**src/rtl/pc_sequencer_if.sv**
```systemverilog
// pc_sequencer_if: decode strobes, jump target and PC/status bundle between
// the instruction decoder (master) and the program-counter sequencer (slave).
interface pc_sequencer_if;
  logic        stall;
  logic        jump;
  logic        is_cond;
  logic        is_jmp;
  logic        is_call;
  logic        is_ret;
  logic [15:0] target;
  logic [15:0] pc;
  logic [15:0] pc_plus1;
  logic        taken;
  logic        stk_ovf;
  logic        stk_unf;

  modport master (
    output stall, jump, is_cond, is_jmp, is_call, is_ret, target,
    input  pc, pc_plus1, taken, stk_ovf, stk_unf
  );

  modport slave (
    input  stall, jump, is_cond, is_jmp, is_call, is_ret, target,
    output pc, pc_plus1, taken, stk_ovf, stk_unf
  );
endinterface

```
**src/rtl/pc_sequencer.sv**
```systemverilog
// pc_sequencer: registered program counter with priority next-PC selection
// (return, call, jump, qualified conditional jump, increment).
// Optional feature macro: PC_RET_STACK_EN enables the hardware return-address
// stack and its sticky overflow/underflow flags. Without it, call acts as an
// unconditional jump, return is ignored, and both flags read 0.
module pc_sequencer #(
  parameter logic [15:0] RESET_PC    = 16'h0000,
  parameter int          STACK_DEPTH = 8
) (
  input  logic           clk,
  input  logic           reset,
  pc_sequencer_if.slave  bus
);

  // Reject unsupported depths at elaboration time.
  if (STACK_DEPTH < 2 || STACK_DEPTH > 16 ||
      (STACK_DEPTH & (STACK_DEPTH - 1)) != 0) begin : g_bad_depth
    $error("pc_sequencer: STACK_DEPTH must be a power of two in 2..16");
  end

  logic [15:0] pc_q, pc_d;
  logic [15:0] pc_plus1;
  logic        taken;

  assign pc_plus1 = pc_q + 16'd1;

`ifdef PC_RET_STACK_EN
  localparam int PTR_W = $clog2(STACK_DEPTH + 1);
  localparam int IDX_W = $clog2(STACK_DEPTH);

  logic [15:0]      stk_mem_q [STACK_DEPTH];
  logic [PTR_W-1:0] sp_q;
  logic [IDX_W-1:0] wr_idx, rd_idx;
  logic             stk_full, stk_empty;
  logic             push, pop, set_ovf, set_unf;
  logic             ovf_q, unf_q;

  // Pointer counts occupied entries; the top entry sits one below it.
  assign stk_full  = (sp_q == PTR_W'(STACK_DEPTH));
  assign stk_empty = (sp_q == '0);
  assign wr_idx    = sp_q[IDX_W-1:0];
  assign rd_idx    = wr_idx - IDX_W'(1);
`endif

  // Next-PC selection and stack control, by strobe priority.
  always_comb begin
    // NOTE: every output of this block gets a default first so no path leaves it unassigned (no latch).
    pc_d  = pc_q;
    taken = 1'b0;
`ifdef PC_RET_STACK_EN
    push    = 1'b0;
    pop     = 1'b0;
    set_ovf = 1'b0;
    set_unf = 1'b0;
`endif
    if (!bus.stall) begin
      pc_d = pc_plus1;
`ifdef PC_RET_STACK_EN
      if (bus.is_ret) begin
        if (!stk_empty) begin
          pop   = 1'b1;
          pc_d  = stk_mem_q[rd_idx];
          taken = 1'b1;
        end else begin
          set_unf = 1'b1;
        end
      end else if (bus.is_call) begin
        pc_d  = bus.target;
        taken = 1'b1;
        if (!stk_full) push    = 1'b1;
        else           set_ovf = 1'b1;
      end else
`endif
      if (bus.is_call || bus.is_jmp || (bus.is_cond && bus.jump)) begin
        pc_d  = bus.target;
        taken = 1'b1;
      end
    end
  end

  // PC register with synchronous reset.
  always_ff @(posedge clk) begin
    // NOTE: state is updated with <= so every register samples pre-edge values.
    if (reset) pc_q <= RESET_PC;
    else       pc_q <= pc_d;
  end

`ifdef PC_RET_STACK_EN
  // Stack pointer and sticky error flags.
  always_ff @(posedge clk) begin
    if (reset) begin
      sp_q  <= '0;
      ovf_q <= 1'b0;
      unf_q <= 1'b0;
    end else begin
      if (push)    sp_q  <= sp_q + PTR_W'(1);
      else if (pop) sp_q <= sp_q - PTR_W'(1);
      if (set_ovf) ovf_q <= 1'b1;
      if (set_unf) unf_q <= 1'b1;
    end
  end

  // Return-address storage written on push.
  always_ff @(posedge clk) begin
    // NOTE: contents are meaningless once the pointer is reset, so the array carries no reset.
    if (push && !reset) stk_mem_q[wr_idx] <= pc_plus1;
  end

  assign bus.stk_ovf = ovf_q;
  assign bus.stk_unf = unf_q;
`else
  assign bus.stk_ovf = 1'b0;
  assign bus.stk_unf = 1'b0;
`endif

  assign bus.pc       = pc_q;
  assign bus.pc_plus1 = pc_plus1;
  assign bus.taken    = taken;

endmodule
```
**src/flat_wrapper.sv**
```systemverilog
// flat-port wrapper written by rule: the top's interface ports become plain ports
module pc_sequencer_flat 
#(
  parameter logic [15:0] RESET_PC    = 16'h0000,
  parameter int          STACK_DEPTH = 8
)
  (clk, reset, bus_stall, bus_jump, bus_is_cond, bus_is_jmp, bus_is_call, bus_is_ret, bus_target, bus_pc, bus_pc_plus1, bus_taken, bus_stk_ovf, bus_stk_unf);
  pc_sequencer_if bus_i ();
  input  logic clk;
  input  logic reset;
  input wire logic [$bits(bus_i.stall)-1:0] bus_stall;
  input wire logic [$bits(bus_i.jump)-1:0] bus_jump;
  input wire logic [$bits(bus_i.is_cond)-1:0] bus_is_cond;
  input wire logic [$bits(bus_i.is_jmp)-1:0] bus_is_jmp;
  input wire logic [$bits(bus_i.is_call)-1:0] bus_is_call;
  input wire logic [$bits(bus_i.is_ret)-1:0] bus_is_ret;
  input wire logic [$bits(bus_i.target)-1:0] bus_target;
  output wire logic [$bits(bus_i.pc)-1:0] bus_pc;
  output wire logic [$bits(bus_i.pc_plus1)-1:0] bus_pc_plus1;
  output wire logic [$bits(bus_i.taken)-1:0] bus_taken;
  output wire logic [$bits(bus_i.stk_ovf)-1:0] bus_stk_ovf;
  output wire logic [$bits(bus_i.stk_unf)-1:0] bus_stk_unf;
  assign bus_i.stall = bus_stall;
  assign bus_i.jump = bus_jump;
  assign bus_i.is_cond = bus_is_cond;
  assign bus_i.is_jmp = bus_is_jmp;
  assign bus_i.is_call = bus_is_call;
  assign bus_i.is_ret = bus_is_ret;
  assign bus_i.target = bus_target;
  assign bus_pc = bus_i.pc;
  assign bus_pc_plus1 = bus_i.pc_plus1;
  assign bus_taken = bus_i.taken;
  assign bus_stk_ovf = bus_i.stk_ovf;
  assign bus_stk_unf = bus_i.stk_unf;
  pc_sequencer #(.RESET_PC(RESET_PC), .STACK_DEPTH(STACK_DEPTH)) u_core (.clk(clk), .reset(reset), .bus(bus_i));
endmodule
```
**config.mk**
```make
export PLATFORM = sky130hd
export DESIGN_NAME = pc_sequencer_flat
export DESIGN_NICKNAME = d
export VERILOG_FILES = /design/src/rtl/pc_sequencer_if.sv /design/src/rtl/pc_sequencer.sv /design/src/flat_wrapper.sv
export SDC_FILE = /design/constraint.sdc
export NUM_CORES = 1
export LEC_CHECK = 0
export BUFFER_PORTS_ARGS = -buffer_cell sky130_fd_sc_hd__clkbuf_2
export CAP_MARGIN = 20
export CORE_MARGIN = 3
export CORE_UTILIZATION = 49
export CTS_CLUSTER_DIAMETER = 60
export DETAILED_ROUTE_END_ITERATION = 7
export PLACE_DENSITY = 0.81
export SETUP_SLACK_MARGIN = 0.5
export SLEW_MARGIN = 20
export SYNTH_ARGS = -nofsm -noshare
export SYNTH_HDL_FRONTEND = slang
export SYNTH_SLANG_ARGS = --single-unit
```
**constraint.sdc**
```tcl
create_clock -name clk -period 3.25 [get_ports clk]
set_input_delay 0.325 -clock clk [delete_from_list [all_inputs] [get_ports clk]]
set_output_delay 0.325 -clock clk [all_outputs]
set_load 0.01 [all_outputs]
```
---- Yosys cells after proc, flatten, opt, wreduce, memory -nomap -nowiden ----
Cells that the tools add are included.
word-level totals
  register bits ........................... 16
  output and inout bits ................... 35
  word-level logic and storage cells ...... 8
  input bits .............................. 24
operators by class
  $add $sub $neg .......................... 1
  reduce and logical (&&, ||, !) cells .... 3
  mux-type cells .......................... 3
operator list
  operator               count
  $add 16x1->16 const B  1
  $mux 16                1
  $logic_or 1x1->1       2
  $mux 1                 2
  $logic_and 1x1->1      1

---- Logic depth before layout (Yosys ltp) ----
Gate-level depths: netlist of the first run.
  word-level depth ........................ 4
  gate-level depth with buffers ........... 5
  depth with buffers taken out ............ 5

---- Worst setup path before layout of the first run ----
OpenSTA, ideal clock, no wires.
  kind .................................... reg2out
  start point ............................. reg u_core.pc_q[6] (netlist: u_core.bus.pc[6])
  end point ............................... out bus_pc_plus1[15]
  arrival ................................. 1550 ps
  stages on the path, launching flop included .. 6
  data required time ...................... 2925 ps
  setup slack ............................. 1375 ps
  cell sequence ........................... dfxtp_1 clkbuf_2 nand4_2 nor4_4 nand3_1 xnor2_1
between the ends
  longest elaborated chain between the ends .. 1
RTL lines
  element                 line                RTL
  from (decl)             pc_sequencer.sv:21  logic [15:0] pc_q, pc_d;
  from (signal assigned)  pc_sequencer.sv:85  else pc_q <= pc_d;
  $add 16x1->16           pc_sequencer.sv:25  assign pc_plus1 = pc_q + 16'd1;
  to (decl)               flat_wrapper.sv:19  output wire logic [$bits(bus_i.pc_plus1)-1:0] bus_pc_plus1;
No other way between the ends.

---- Worst setup path in the final report of the first run ----
  start point ............................. reg u_core.pc_q[5] (netlist: u_core.bus.pc[5])
  end point ............................... out bus_pc_plus1[15]
Same word-level chain as after synthesis.

==> results.yml, run 1 <==
pwr:
  ir_drop_mv: 0.2229
  leakage_uw: 0.0006900
  power-per-cell-area_nw_per_um2: 327.3
timing:
  worst_pin_slew_ps: 962.9
  timing.final.crit_share_pct: 74.16
  finalHoldViolCount: 0
  min_period_ps: 2410
  tns_ps: 0
  setup_violations: 0
  fmax_mhz: 414.9
  maxSlewHeadroom_pct: 35.81
  rsz0062_at_grt: "false"
  finalClockSkew_ps: 6.450
  finalMaxSlewViolations: 0
floorplan:
  rows: 17
  die-area_um2: 3142
  dieWidth_um: 56.05
  ios: 59
  die_h_um: 56.05
  core_area_um2: 2297
  initial_core_util_pct: 53.43
critical_path:
  crit_arrival_ps: 2090
  r2r.worst_path.cells: 5
  endpoint_kind: "primary output"
  r2r-end: "u_core.bus.pc[12]"
  r2r_slack_ps: 1360
  r2r_start: "u_core.bus.pc[0]"
  critPathKind: "reg2out"
  critPathLaunchType: "flip-flop"
  crit_fanout: 9
  cp_data_required_time_ps: 2920
placement:
  hpwlAfterDp_um: 2436
  port_buffers: 55
  dpl_cell_area_um2: 1476
  gp_congestion: 0.7569
final_layout:
  drive_above_1_share_pct: 34.48
  final_nets: 229
  postLayoutCellArea_um2: 1513
  largest_register_ffs: 16
  antenna_cells: 0
  fin_util_pct: 65.85
  layout_commonest_cell: "clkbuf_2"
  final_cell_mix: "55 x clkbuf_2, 18 x nand2_1, 16 x dfxtp_1"
  synthToLayoutAreaGrowth_pct: 23.24
clocking:
  cts_resized: 0
  clock_path_buffers: 2
  cts_buffers: 3
  post_cts_buffers: 0
  path_clk_slew_ps: 100
  clockRootBuffer: "clkbuf_4"
  h-tree-depth: 1
  insertion_delay_ps: 290
  cts_sinks: 16
  postCtsHoldBufs: 0
  cts_tree: "done"
run_status:
  status: "finished clean"
routing:
  wl_per_cell_um: 14.53
  routed_wl_um: 3356
  initialDrtViolationCount: 34
  antenna_left: 0
  vias: 1354
  first_pass_iters: 4
  drt_drc_violations_left: 0
  vias_per_cell: 5.861
yosys:
  synthesis.area_um2: 1227
  ys_seq_area_share_pct: 26.10
  synthArstFlopShare_pct: 0
  synth-edff-count: 0
  synth_seq_cells: 16
  ys_warn_count: 0
  synth_flop_cell: "dfxtp_1"
  synth_area_per_cell_um2: 7.769
  synthDistinctLibCells: 43
  syn-instance-count: 158
flow_run:
  cap_violations: 0
min_path:
  whs_path_depth: 3
  hold_end: "u_core.bus.pc[11]"
  hold_path_class: "in2reg"
  min_from: "bus_target[11]"
global_routing:
  grt_overflow: 0
  grt_pass1_wl_um: 5609
  antenna_found_initial: 0
  grt_pass1_vias: 1302
  grt.total_usage_pct: 21.39
  grt_max_degree: 33
per-layer routing:
| metal | up-vias | wire (um) | global-route usage [%] |
|---|---|---|---|
| li1 | 662 | - | - |
| met1 | 643 | 1375 | 23.68 |
| met2 | 40 | 1744 | 39.73 |
| met3 | 9 | 176 | 3.712 |
| met4 | 0 | 60 | 8.475 |
| met5 | - | 0 | 0 |
worst max-delay path: stages (launching register included):
cell	delay, ps
dfxtp_1	530
nand4_2	190
nor4_4	580
nand3_1	160
xnor2_1	180
clkbuf_2	150
power by group:
group / internal (uW) / total [uW] / switching [uW] / leakage (uW)
clock network: 68.3 / 137 / 68.7 / 0.0000210
logic: 58.1 / 126 / 68.2 / 0.000537
registers: 209 / 232 / 22.7 / 0.000132
cell families (layout without fill, tap and decap cells):
family | Yosys count | after routing | share of synthesized area (%)
buffers and inverters | 23 | 67 | 8.053
xor gates and xnor gates | 14 | 14 | 9.990
DFF | 16 | 16 | 26.10
AOI/OAI and AO/OA | 41 | 41 | 25.89
and+or+nand+nor | 61 | 61 | 27.83
adders and majority gates | 1 | 1 | 1.019
muxes | 1 | 1 | 0.8155
other | 1 | 2 | 0.3055
synthesized netlist by cell type, types with 3 or more instances:
cell type	instances	area, um2
xor2_1	3	26.28
a211oi_1	3	22.52
o32ai_1	7	61.31
dfxtp_1	16	320.3
a22oi_1	5	37.54
clkbuf_1	10	37.54
a21oi_1	6	30.03
nor2_1	12	45.04
nor3_1	4	20.02
nand3_1	7	35.03
nand2_1	18	67.56
o31a_1	3	26.28
buf_2	3	15.01
inv_1	7	26.28
nand3b_1	4	30.03
a21o_1	3	22.52
xnor2_1	11	96.34
worst max path at each step:
stage	slack [ps]	endpoint	cells after the start	start
after floorplan	1370	bus_pc_plus1[15]	5	u_core.bus.pc[6]
final	840	bus_pc_plus1[15]	5	u_core.bus.pc[5]
after global placement	1290	bus_pc_plus1[15]	5	u_core.bus.pc[6]
after CTS	860	bus_pc_plus1[15]	5	u_core.bus.pc[5]
after global routing	590	bus_pc_plus1[15]	5	u_core.bus.pc[5]
after detailed placement	1190	bus_pc_plus1[15]	5	u_core.bus.pc[5]
area by class of cell:
class	count	area [um2]
well taps	28	35.03
flip-flops and latches	16	320.3
repair buffers	56	282.8
fillers	210	784.5
inverters	7	26.28
clock buffers	4	36.28
multi-input cells	120	812.0
stage by stage:
step | power, uW | setup slack, ps | std cells | hold WS [ps]
final | 495.0 | 839.8 | 231 | 313.4
after global placement | 356.4 | 1292 | 227 | 505.7
after CTS | 495.7 | 859.7 | 231 | 319.0
after floorplan | 313.0 | 1375 | 159 | 510.4
after global routing | 519.1 | 592.6 | 231 | 325.8
after detailed placement | 362.5 | 1192 | 227 | 527.9
Power figures use the tool's default switching activity.
==> inputs of run 2 (changes only) <==
Settings changed: CORE_UTILIZATION 49 to 41, PLACE_DENSITY 0.81 to 0.72.
Clock period 3.25 ns to 1.98 ns, I/O delays scaled along.
==> run 2 against run 1 <==
  * Global-route usage is 1.1 points lower
  * Utilization is 2.3 points higher
  * Final cell count increased by 13%
  * Non-clock buffer count up 27
  * Critical endpoint is now bus_pc_plus1[14]
  * Clock power rose by 61%
  * Register-to-register slack got worse by 1100 ps
  * Power rose by 74%
==> results.yml, run 2 (same netlist as run 1, synthesis figures left out) <==
timing:
  min_period_ps: 1775
  setup_violations: 0
  finalClockSkew_ps: 3.782
  finalMaxSlewViolations: 0
  timing.final.crit_share_pct: 89.66
  finalHoldViolCount: 0
  tns_ps: 0
  rsz0062_at_grt: "true"
  fmax_mhz: 563.3
  fin_ws_ps: 204.7
placement:
  dp_slack_ps: 295.2
  dpl_cell_area_um2: 1574
  hpwlAfterDp_um: 2557
  gp_congestion: 0.7518
  port_buffers: 55
min_path:
  whs_path_depth: 3
  hold_path_class: "in2reg"
  hold_end: "u_core.bus.pc[11]"
  min_from: "bus_target[11]"
routing:
  routed_wl_um: 3832
  wl_per_cell_um: 14.68
  vias_per_cell: 5.755
  first_pass_iters: 4
  vias: 1502
  antenna_left: 0
  drt_drc_violations_left: 0
  initialDrtViolationCount: 83
critical_path:
  endpoint_kind: "primary output"
  critPathLaunchType: "flip-flop"
  crit_arrival_ps: 1580
  cp_data_required_time_ps: 1780
  r2r-end: "u_core.bus.pc[8]"
  crit_fanout: 5
  r2r.worst_path.cells: 7
  critPathKind: "reg2out"
  r2r_start: "u_core.bus.pc[0]"
  r2r_slack_ps: 310
  critPathLaunch: "u_core.bus.pc[0]"
global_routing:
  grt.total_usage_pct: 20.26
  grt_pass1_wl_um: 5761
  grt_pass1_vias: 1329
  grt_overflow: 0
  grt_max_degree: 19
  antenna_found_initial: 0
clocking:
  postCtsHoldBufs: 0
  clock_path_buffers: 2
  insertion_delay_ps: 290
  cts_tree: "done"
  path_clk_slew_ps: 100
  clockRootBuffer: "clkbuf_4"
  cts_sinks: 16
  cts_buffers: 3
  h-tree-depth: 1
final_layout:
  drive_above_1_share_pct: 55.22
  antenna_cells: 0
  largest_register_ffs: 16
  nFillCells: 238
  synthToLayoutAreaGrowth_pct: 55.76
  final_nets: 256
  postLayoutCellArea_um2: 1912
  layout_commonest_cell: "clkbuf_2"
  fin_util_pct: 68.15
  final_cell_mix: "47 x clkbuf_2, 23 x buf_4, 17 x nand2_1"
pwr:
  comb_power_share_pct: 31.0
  p_sw_share_pct: 32.47
  power-per-cell-area_nw_per_um2: 449.8
  p_seq_share_pct: 43.4
  pwr-share-clk_pct: 25.7
  intPower_uw: 580.7
  ir_drop_mv: 0.3161
  leakage_uw: 0.0009020
  switchingPower_uw: 279.2
floorplan:
  dieWidth_um: 60.72
  core_area_um2: 2805
  die-area_um2: 3686
  die_h_um: 60.72
  ios: 59
  initial_core_util_pct: 43.76
  rows: 19
run_status:
  status: "finished clean"
flow_run:
  cap_violations: 0
-- run 2: metal layers --
layer  global-route usage, %  part of all wire (%)
met1                   24.71                    44
met3                   3.191                   6.8
met4                   6.192                   1.9
met2                   36.34                    48
met5                       0                     0
-- run 2: worst max-delay path by stage --
| stage | end | slack [ps] |
|---|---|---|
| 2_1_floorplan | bus_pc_plus1[13] | 350 |
| 6_report | bus_pc_plus1[14] | 200 |
| 4_1_cts | bus_pc_plus1[11] | 210 |
| 3_5_place_dp | u_core.bus.pc[12] | 300 |
| 5_1_grt | bus_pc_plus1[11] | 130 |
| 3_3_place_gp | u_core.bus.pc[12] | 340 |
-- run 2: what timing repair did --
item,4_1_cts,5_1_grt
pin swaps,8,12
gates resized for setup,23,24
setup endpoints to repair,23,21
buffers inserted,15,6
-- run 2: power groups by stage --
stage	sequential, uW	clock (uW)	combinational (uW)
final	373	221	266
after detailed placement	390	0	223
after floorplan	389	0	139
after global routing	376	237	291
after global placement	388	0	218
after CTS	372	229	252
-- run 2: critical path, cell delays in order, from the launching register on --
cell	delay [ps]
dfxtp_4	390
ha_4	150
and4_4	260
and4_4	250
xnor2_2	100
buf_2	140
-- run 2: through the flow --
step / std cells / power, uW / hold slack (ps)
after CTS: 255 / 853.4 / 184.3
after global routing: 261 / 904.6 / 195.3
after global placement: 236 / 605.4 / 478.8
after detailed placement: 236 / 613.1 / 488.1
final: 261 / 859.9 / 187.1
after floorplan: 159 / 527.8 / 383.4
-- run 2: layout make-up --
type                            count  area, um2  share of cell area, %
Clock buffer                        4      36.28                  1.898
Sequential cell                    16      360.3                  18.85
Multi-Input combinational cell    120      945.9                  49.48
Inverter                            7      26.28                  1.374
Timing Repair Buffer               83      504.2                  26.37
Tap cell                           31      38.79                  2.029
